`src/rtl/wb_trace_fifo.sv`:
```
// wb_trace_fifo: captures architectural write events of the pipelined MIPS core
// (GRF writeback from W, DM store from M) into a record FIFO and drains them to a
// consumer over a valid/ready handshake. The core is never stalled; events that do
// not fit are dropped and counted.
//
// Optional feature macro: TRACE_TSTAMP_EN
//   defined   -> every record carries a 32-bit free-running cycle stamp, exposed
//                on trace_tstamp.
//   undefined -> no stamp counter, no trace_tstamp port, 97-bit records.
//
// Record layout (LSB first): data[31:0], addr[63:32], pc[95:64], kind[96],
// and, with the stamp enabled, tstamp[128:97].

module wb_trace_fifo #(
  parameter int DEPTH = 16,
  parameter int CNT_W = 16
) (
  input  logic                       clk,
  input  logic                       reset,
  input  logic                       trace_en,
  input  logic                       grf_we,
  input  logic [4:0]                 grf_addr,
  input  logic [31:0]                grf_wdata,
  input  logic [31:0]                grf_pc,
  input  logic                       dm_we,
  input  logic [31:0]                dm_addr,
  input  logic [31:0]                dm_wdata,
  input  logic [31:0]                dm_pc,
  output logic                       trace_valid,
  input  logic                       trace_ready,
  output logic                       trace_kind,
  output logic [31:0]                trace_pc,
  output logic [31:0]                trace_addr,
  output logic [31:0]                trace_data,
  output logic [$clog2(DEPTH):0]     level,
  output logic                       overflow,
  output logic [CNT_W-1:0]           drop_cnt
`ifdef TRACE_TSTAMP_EN
  ,
  output logic [31:0]                trace_tstamp
`endif
);

  localparam int AW = $clog2(DEPTH);
  localparam int LW = AW + 1;
`ifdef TRACE_TSTAMP_EN
  localparam int REC_W = 129;
`else
  localparam int REC_W = 97;
`endif

  // Storage and bookkeeping
  logic [REC_W-1:0] r_mem [DEPTH];
  logic [AW-1:0]    r_wr_ptr;
  logic [AW-1:0]    r_rd_ptr;
  logic [LW-1:0]    r_level;
  logic             r_overflow;
  logic [CNT_W-1:0] r_drop_cnt;

  // Event qualification and admission
  logic             w_g;
  logic             w_d;
  logic [LW-1:0]    w_free;
  logic [REC_W-1:0] w_rec_grf;
  logic [REC_W-1:0] w_rec_dm;
  logic             w_push0_en;
  logic             w_push1_en;
  logic [REC_W-1:0] w_push0_rec;
  logic [REC_W-1:0] w_push1_rec;
  logic [1:0]       w_n_push;
  logic [1:0]       w_n_drop;
  logic             w_pop;
  logic [AW-1:0]    w_wr_ptr1;
  logic [CNT_W:0]   w_drop_sum;
  logic [REC_W-1:0] w_head;

`ifdef TRACE_TSTAMP_EN
  logic [31:0]      r_tstamp;

  // Free-running cycle stamp shared by both records of a cycle
  always_ff @(posedge clk or posedge reset) begin
    if (reset) begin
      r_tstamp <= 32'd0;
    end else begin
      r_tstamp <= r_tstamp + 32'd1;
    end
  end

  assign w_rec_grf = {r_tstamp, 1'b0, grf_pc, {27'd0, grf_addr}, grf_wdata};
  assign w_rec_dm  = {r_tstamp, 1'b1, dm_pc, dm_addr, dm_wdata};
`else
  assign w_rec_grf = {1'b0, grf_pc, {27'd0, grf_addr}, grf_wdata};
  assign w_rec_dm  = {1'b1, dm_pc, dm_addr, dm_wdata};
`endif

  // Writes to $0 have no architectural effect, so they are filtered out entirely
  assign w_g = trace_en & grf_we & (grf_addr != 5'd0);
  assign w_d = trace_en & dm_we;

  // Room is judged on the pre-pop occupancy; a same-cycle pop never makes room
  assign w_free    = LW'(DEPTH) - r_level;
  assign w_pop     = (r_level != '0) & trace_ready;
  assign w_wr_ptr1 = r_wr_ptr + AW'(1);

  // Admission: GRF (older W-stage instruction) is always placed ahead of DM
  always_comb begin
    w_push0_en  = 1'b0;
    w_push1_en  = 1'b0;
    w_push0_rec = w_rec_grf;
    w_push1_rec = w_rec_dm;
    w_n_push    = 2'd0;
    w_n_drop    = 2'd0;
    if (w_free >= LW'(2)) begin
      if (w_g && w_d) begin
        w_push0_en = 1'b1;
        w_push1_en = 1'b1;
        w_n_push   = 2'd2;
      end else if (w_g) begin
        w_push0_en = 1'b1;
        w_n_push   = 2'd1;
      end else if (w_d) begin
        w_push0_en  = 1'b1;
        w_push0_rec = w_rec_dm;
        w_n_push    = 2'd1;
      end
    end else if (w_free == LW'(1)) begin
      if (w_g) begin
        w_push0_en = 1'b1;
        w_n_push   = 2'd1;
        w_n_drop   = {1'b0, w_d};
      end else if (w_d) begin
        w_push0_en  = 1'b1;
        w_push0_rec = w_rec_dm;
        w_n_push    = 2'd1;
      end
    end else begin
      w_n_drop = {1'b0, w_g} + {1'b0, w_d};
    end
  end

  // Record storage; admission guarantees only free slots are written
  always_ff @(posedge clk) begin
    if (w_push0_en) begin
      r_mem[r_wr_ptr] <= w_push0_rec;
    end
    if (w_push1_en) begin
      r_mem[w_wr_ptr1] <= w_push1_rec;
    end
  end

  // Pointers and occupancy; pointers wrap naturally at DEPTH (power of two)
  always_ff @(posedge clk or posedge reset) begin
    if (reset) begin
      r_wr_ptr <= '0;
      r_rd_ptr <= '0;
      r_level  <= '0;
    end else begin
      r_wr_ptr <= r_wr_ptr + AW'(w_n_push);
      r_rd_ptr <= r_rd_ptr + AW'(w_pop);
      r_level  <= r_level + LW'(w_n_push) - LW'(w_pop);
    end
  end

  assign w_drop_sum = {1'b0, r_drop_cnt} + (CNT_W + 1)'(w_n_drop);

  // Sticky overflow flag and saturating drop counter
  always_ff @(posedge clk or posedge reset) begin
    if (reset) begin
      r_overflow <= 1'b0;
      r_drop_cnt <= '0;
    end else if (w_n_drop != 2'd0) begin
      r_overflow <= 1'b1;
      r_drop_cnt <= w_drop_sum[CNT_W] ? {CNT_W{1'b1}} : w_drop_sum[CNT_W-1:0];
    end
  end

  assign w_head = r_mem[r_rd_ptr];

  // Head presentation; record fields read as zero whenever nothing is held
  always_comb begin
    trace_valid = (r_level != '0);
    trace_kind  = 1'b0;
    trace_pc    = 32'd0;
    trace_addr  = 32'd0;
    trace_data  = 32'd0;
`ifdef TRACE_TSTAMP_EN
    trace_tstamp = 32'd0;
`endif
    if (trace_valid) begin
      trace_kind = w_head[96];
      trace_pc   = w_head[95:64];
      trace_addr = w_head[63:32];
      trace_data = w_head[31:0];
`ifdef TRACE_TSTAMP_EN
      trace_tstamp = w_head[128:97];
`endif
    end
  end

  assign level    = r_level;
  assign overflow = r_overflow;
  assign drop_cnt = r_drop_cnt;

endmodule

```
`config.mk`:
```
export PLATFORM = sky130hd
export DESIGN_NAME = wb_trace_fifo
export DESIGN_NICKNAME = d
export VERILOG_FILES = /design/src/rtl/wb_trace_fifo.sv
export SDC_FILE = /design/constraint.sdc
export NUM_CORES = 2
export LEC_CHECK = 0
export BUFFER_PORTS_ARGS = -buffer_cell sky130_fd_sc_hd__buf_2
export CAP_MARGIN = 10
export CORE_MARGIN = 5
export CORE_UTILIZATION = 30
export CTS_CLUSTER_DIAMETER = 60
export DETAILED_ROUTE_END_ITERATION = 16
export HOLD_SLACK_MARGIN = 0.05
export SETUP_SLACK_MARGIN = 0.02
export SLEW_MARGIN = 20
export SYNTH_ARGS = -nofsm -noshare
export SYNTH_HDL_FRONTEND = slang
export SYNTH_SLANG_ARGS = --single-unit
```
`constraint.sdc`:
```
create_clock -name clk -period 11.95 [get_ports clk]
set_input_delay 3.585 -clock clk [delete_from_list [all_inputs] [get_ports clk]]
set_output_delay 3.585 -clock clk [all_outputs]
set_load 0.01 [all_outputs]
```
==> impl_metrics.yaml <==
floorplan:
  die_h_um: 514
  ios: 291
  die-width_um: 514
  start_util: 0.301
  dieArea_um2: 264000
  rows: 185
  core-area_um2: 253000
setup_path:
  crit_path_top_delay_cell: "buf_4"
  crit_required_ns: 8.37
  worstPathCellList: "buf_4 > buf_4 > mux4_2 > mux4_2 > and2_1 > buf_2"
  slowest_delay_ns: 0.84
  rr_worst_depth: 13
  cp_max_fo: 43
  cp.arrival_ns: 4.67
  endpoint_kind: "primary output"
  worstSetupStartpointType: "register"
  critPathKind: "register to primary output"
synth:
  synthTopCellsByArea: "edfxtp_1 61%, mux4_2 14%, a22o_1 12%"
  postSynth.asyncResetShare: 0.0190
  ys_warn_count: 0
  yosys.area.top_type: "edfxtp_1"
  synth_ff_type: "edfxtp_1"
  synth_area_um2: 76200
  synth_seq_cells: 1582
  synth_area_per_cell_um2: 16.3
  yosysUniqueCellTypes: 56
  synth_common_cells: "1536 x edfxtp_1, 1024 x a22o_1, 530 x and2_1"
  ys_seq_area_frac: 0.619
  yosysMostFrequentCell: "edfxtp_1"
  yosysTopAreaCellShare: 0.605
  syn_nets: 4879
  synth_edf_count: 1536
  syn_inst: 4685
finish:
  fin_nets: 4757
  final_cell_area_um2: 85700
  stdcell_count: 8104
  drive_gt1_frac: 0.253
  areaGrowthSynthToFinish_pct: 12.5
routing:
  first_pass_iters: 5
  avgViaCountPerCell: 5.83
  dr_total_vias: 47265
  routedWlPerCell_um: 31.9
  drc: 0
  final_antenna_net_count: 0
  drt_wl_total_mm: 258
  drt_iter0_drc: 5981
timing:
  period_minus_slack_ns: 8.26
  slew_headroom: 0.180
  max_clock_freq_mhz: 121
  fin_crit_sh: 0.691
  setup_violations: 0
  holdWs_ns: 0.469
  hold_viol: 0
  worstMarginPinSlew_ns: 1.23
  rsz0062_at_grt: "no"
  drv_slew: 0
  fin_worst_skew_ns: 0.0564
global_route:
  antenna_found_initial: 78
  grt_use_total: 0.189
  grt_pass1_vias: 47652
  grt_max_degree: 97
  grt-ovfl-total: 0
  grt_pass1_wl_mm: 363
placement:
  io_buffers: 290
  placed_area_um2: 80300
  dp_hpwl_mm: 143
  place_congestion: 0.791
  dp_cells: 7752
clocking:
  cts_sinks: 1582
  clk_pin_slew_ns: 0.06
  cts_setup_buffers: 0
  ctsRootBufferMaster: "clkbuf_16"
  htreeDepth: 4
  cts_tree: "done"
  cts_buffers: 173
  post_cts_resized: 0
  clk_path_buf_depth: 3
  ctsHoldBuffers: 0
  clock_latency_ns: 0.82
power_and_ir_drop:
  p_leak_uw: 0.0277
  vdd_ir_drop_max_mv: 0.178
  powerDensity_nw_per_um2: 216
hold_path:
  hold_path.class: "register to register"
  hold_depth: 1
outcome:
  status: "finished clean"
run:
  maxCapViolations: 0
routing by layer:
layer,share of wire,wire length (um),GRT usage,vias up
met1,0.38,97500,0.245,25015
li1,-,-,-,18838
met3,0.096,24700,0.0383,507
met2,0.49,127000,0.312,2889
met5,0.00037,95,0,-
met4,0.036,9250,0.0771,16
where the power goes:
group | switching, uW | internal, uW | leakage [uW] | total (uW)
logic | 3590 | 2730 | 0.0107 | 6320
clock network | 2280 | 2880 | 0.00260 | 5160
registers | 282 | 6770 | 0.0144 | 7050
total | 6150 | 12400 | 0.0277 | 18500
kinds of logic after synthesis:
family,Yosys count,share of synthesized area
multiplexers,491,0.144
AND/OR/NAND/NOR,656,0.0541
AO/OA/AOI/OAI,1199,0.134
buffers and inverters,723,0.0430
adder cells (fa/ha/maj),23,0.00407
flip-flops,1582,0.619
XOR/XNOR,11,0.00126
state kept, by name, indices dropped and copies added, names as in the netlist:
signal / count
r_mem: 1552
level: 5
r_wr_ptr: 4
overflow: 1
r_rd_ptr: 4
drop_cnt: 16
area by class of cell:
cell class,instances,area (um2)
Antenna cell,35,87.6
Clock buffer,217,4560
Clock inverter,98,763
Fill cell,24074,168000
Inverter,25,96.3
Multi-Input combinational cell,2380,26200
Sequential cell,1582,47200
Tap cell,3366,4210
Timing Repair Buffer,401,2610
layout by cell type, fill, tap and decap left out, types with 16 or more instances in the layout:
cell and n:
buf_4 89, a22o_1 1024, dfrtp_1 26, and2_1 530, o22ai_1 48, ha_1 20, diode_2 35, dfxtp_1 16
mux4_2 485, clkbuf_16 176, clkinv_1 47, a2bb2oi_1 17, nand2_1 27, clkinv_2 23, nor2_1 26, inv_1 24
o22ai_4 16, o21ai_4 16, clkbuf_1 41, buf_2 290, edfxtp_1 1536, buf_12 16, o2bb2ai_1 32
through the flow:
step | utilization | TNS (ns) | power [uW] | setup slack [ns]
6_report | 0.338 | 0 | 18500 | 3.69
3_5_place_dp | 0.317 | 0 | 13600 | 3.08
3_3_place_gp | 0.316 | 0 | 13500 | 2.98
4_1_cts | 0.338 | 0 | 18700 | 3.52
5_1_grt | 0.338 | 0 | 19200 | 3.36
2_1_floorplan | - | -407.14 | 11200 | -0.347
final timing paths:
| kind | slack [ns] | startpoint | to |
|---|---|---|---|
| max | 3.69 | r_rd_ptr[0] | trace_pc[30] |
| min | 0.47 | overflow | overflow |
| max reg2reg | 5.86 | level[3] | r_mem[7][71] |
| min reg2reg | 0.47 | overflow | overflow |
| max in group asynchronous | 8.65 | reset | r_rd_ptr[0] |
| min in group asynchronous | 2.88 | reset | overflow |
worst max-delay path: cells and delay by family, from the launching register on:
family        cells  cell delay [ns]
mux               2             1.19
flops             1             0.74
simple gates      1             0.21
buf+inv           3             1.64
Note: power is estimated with default switching activity, not from simulation.
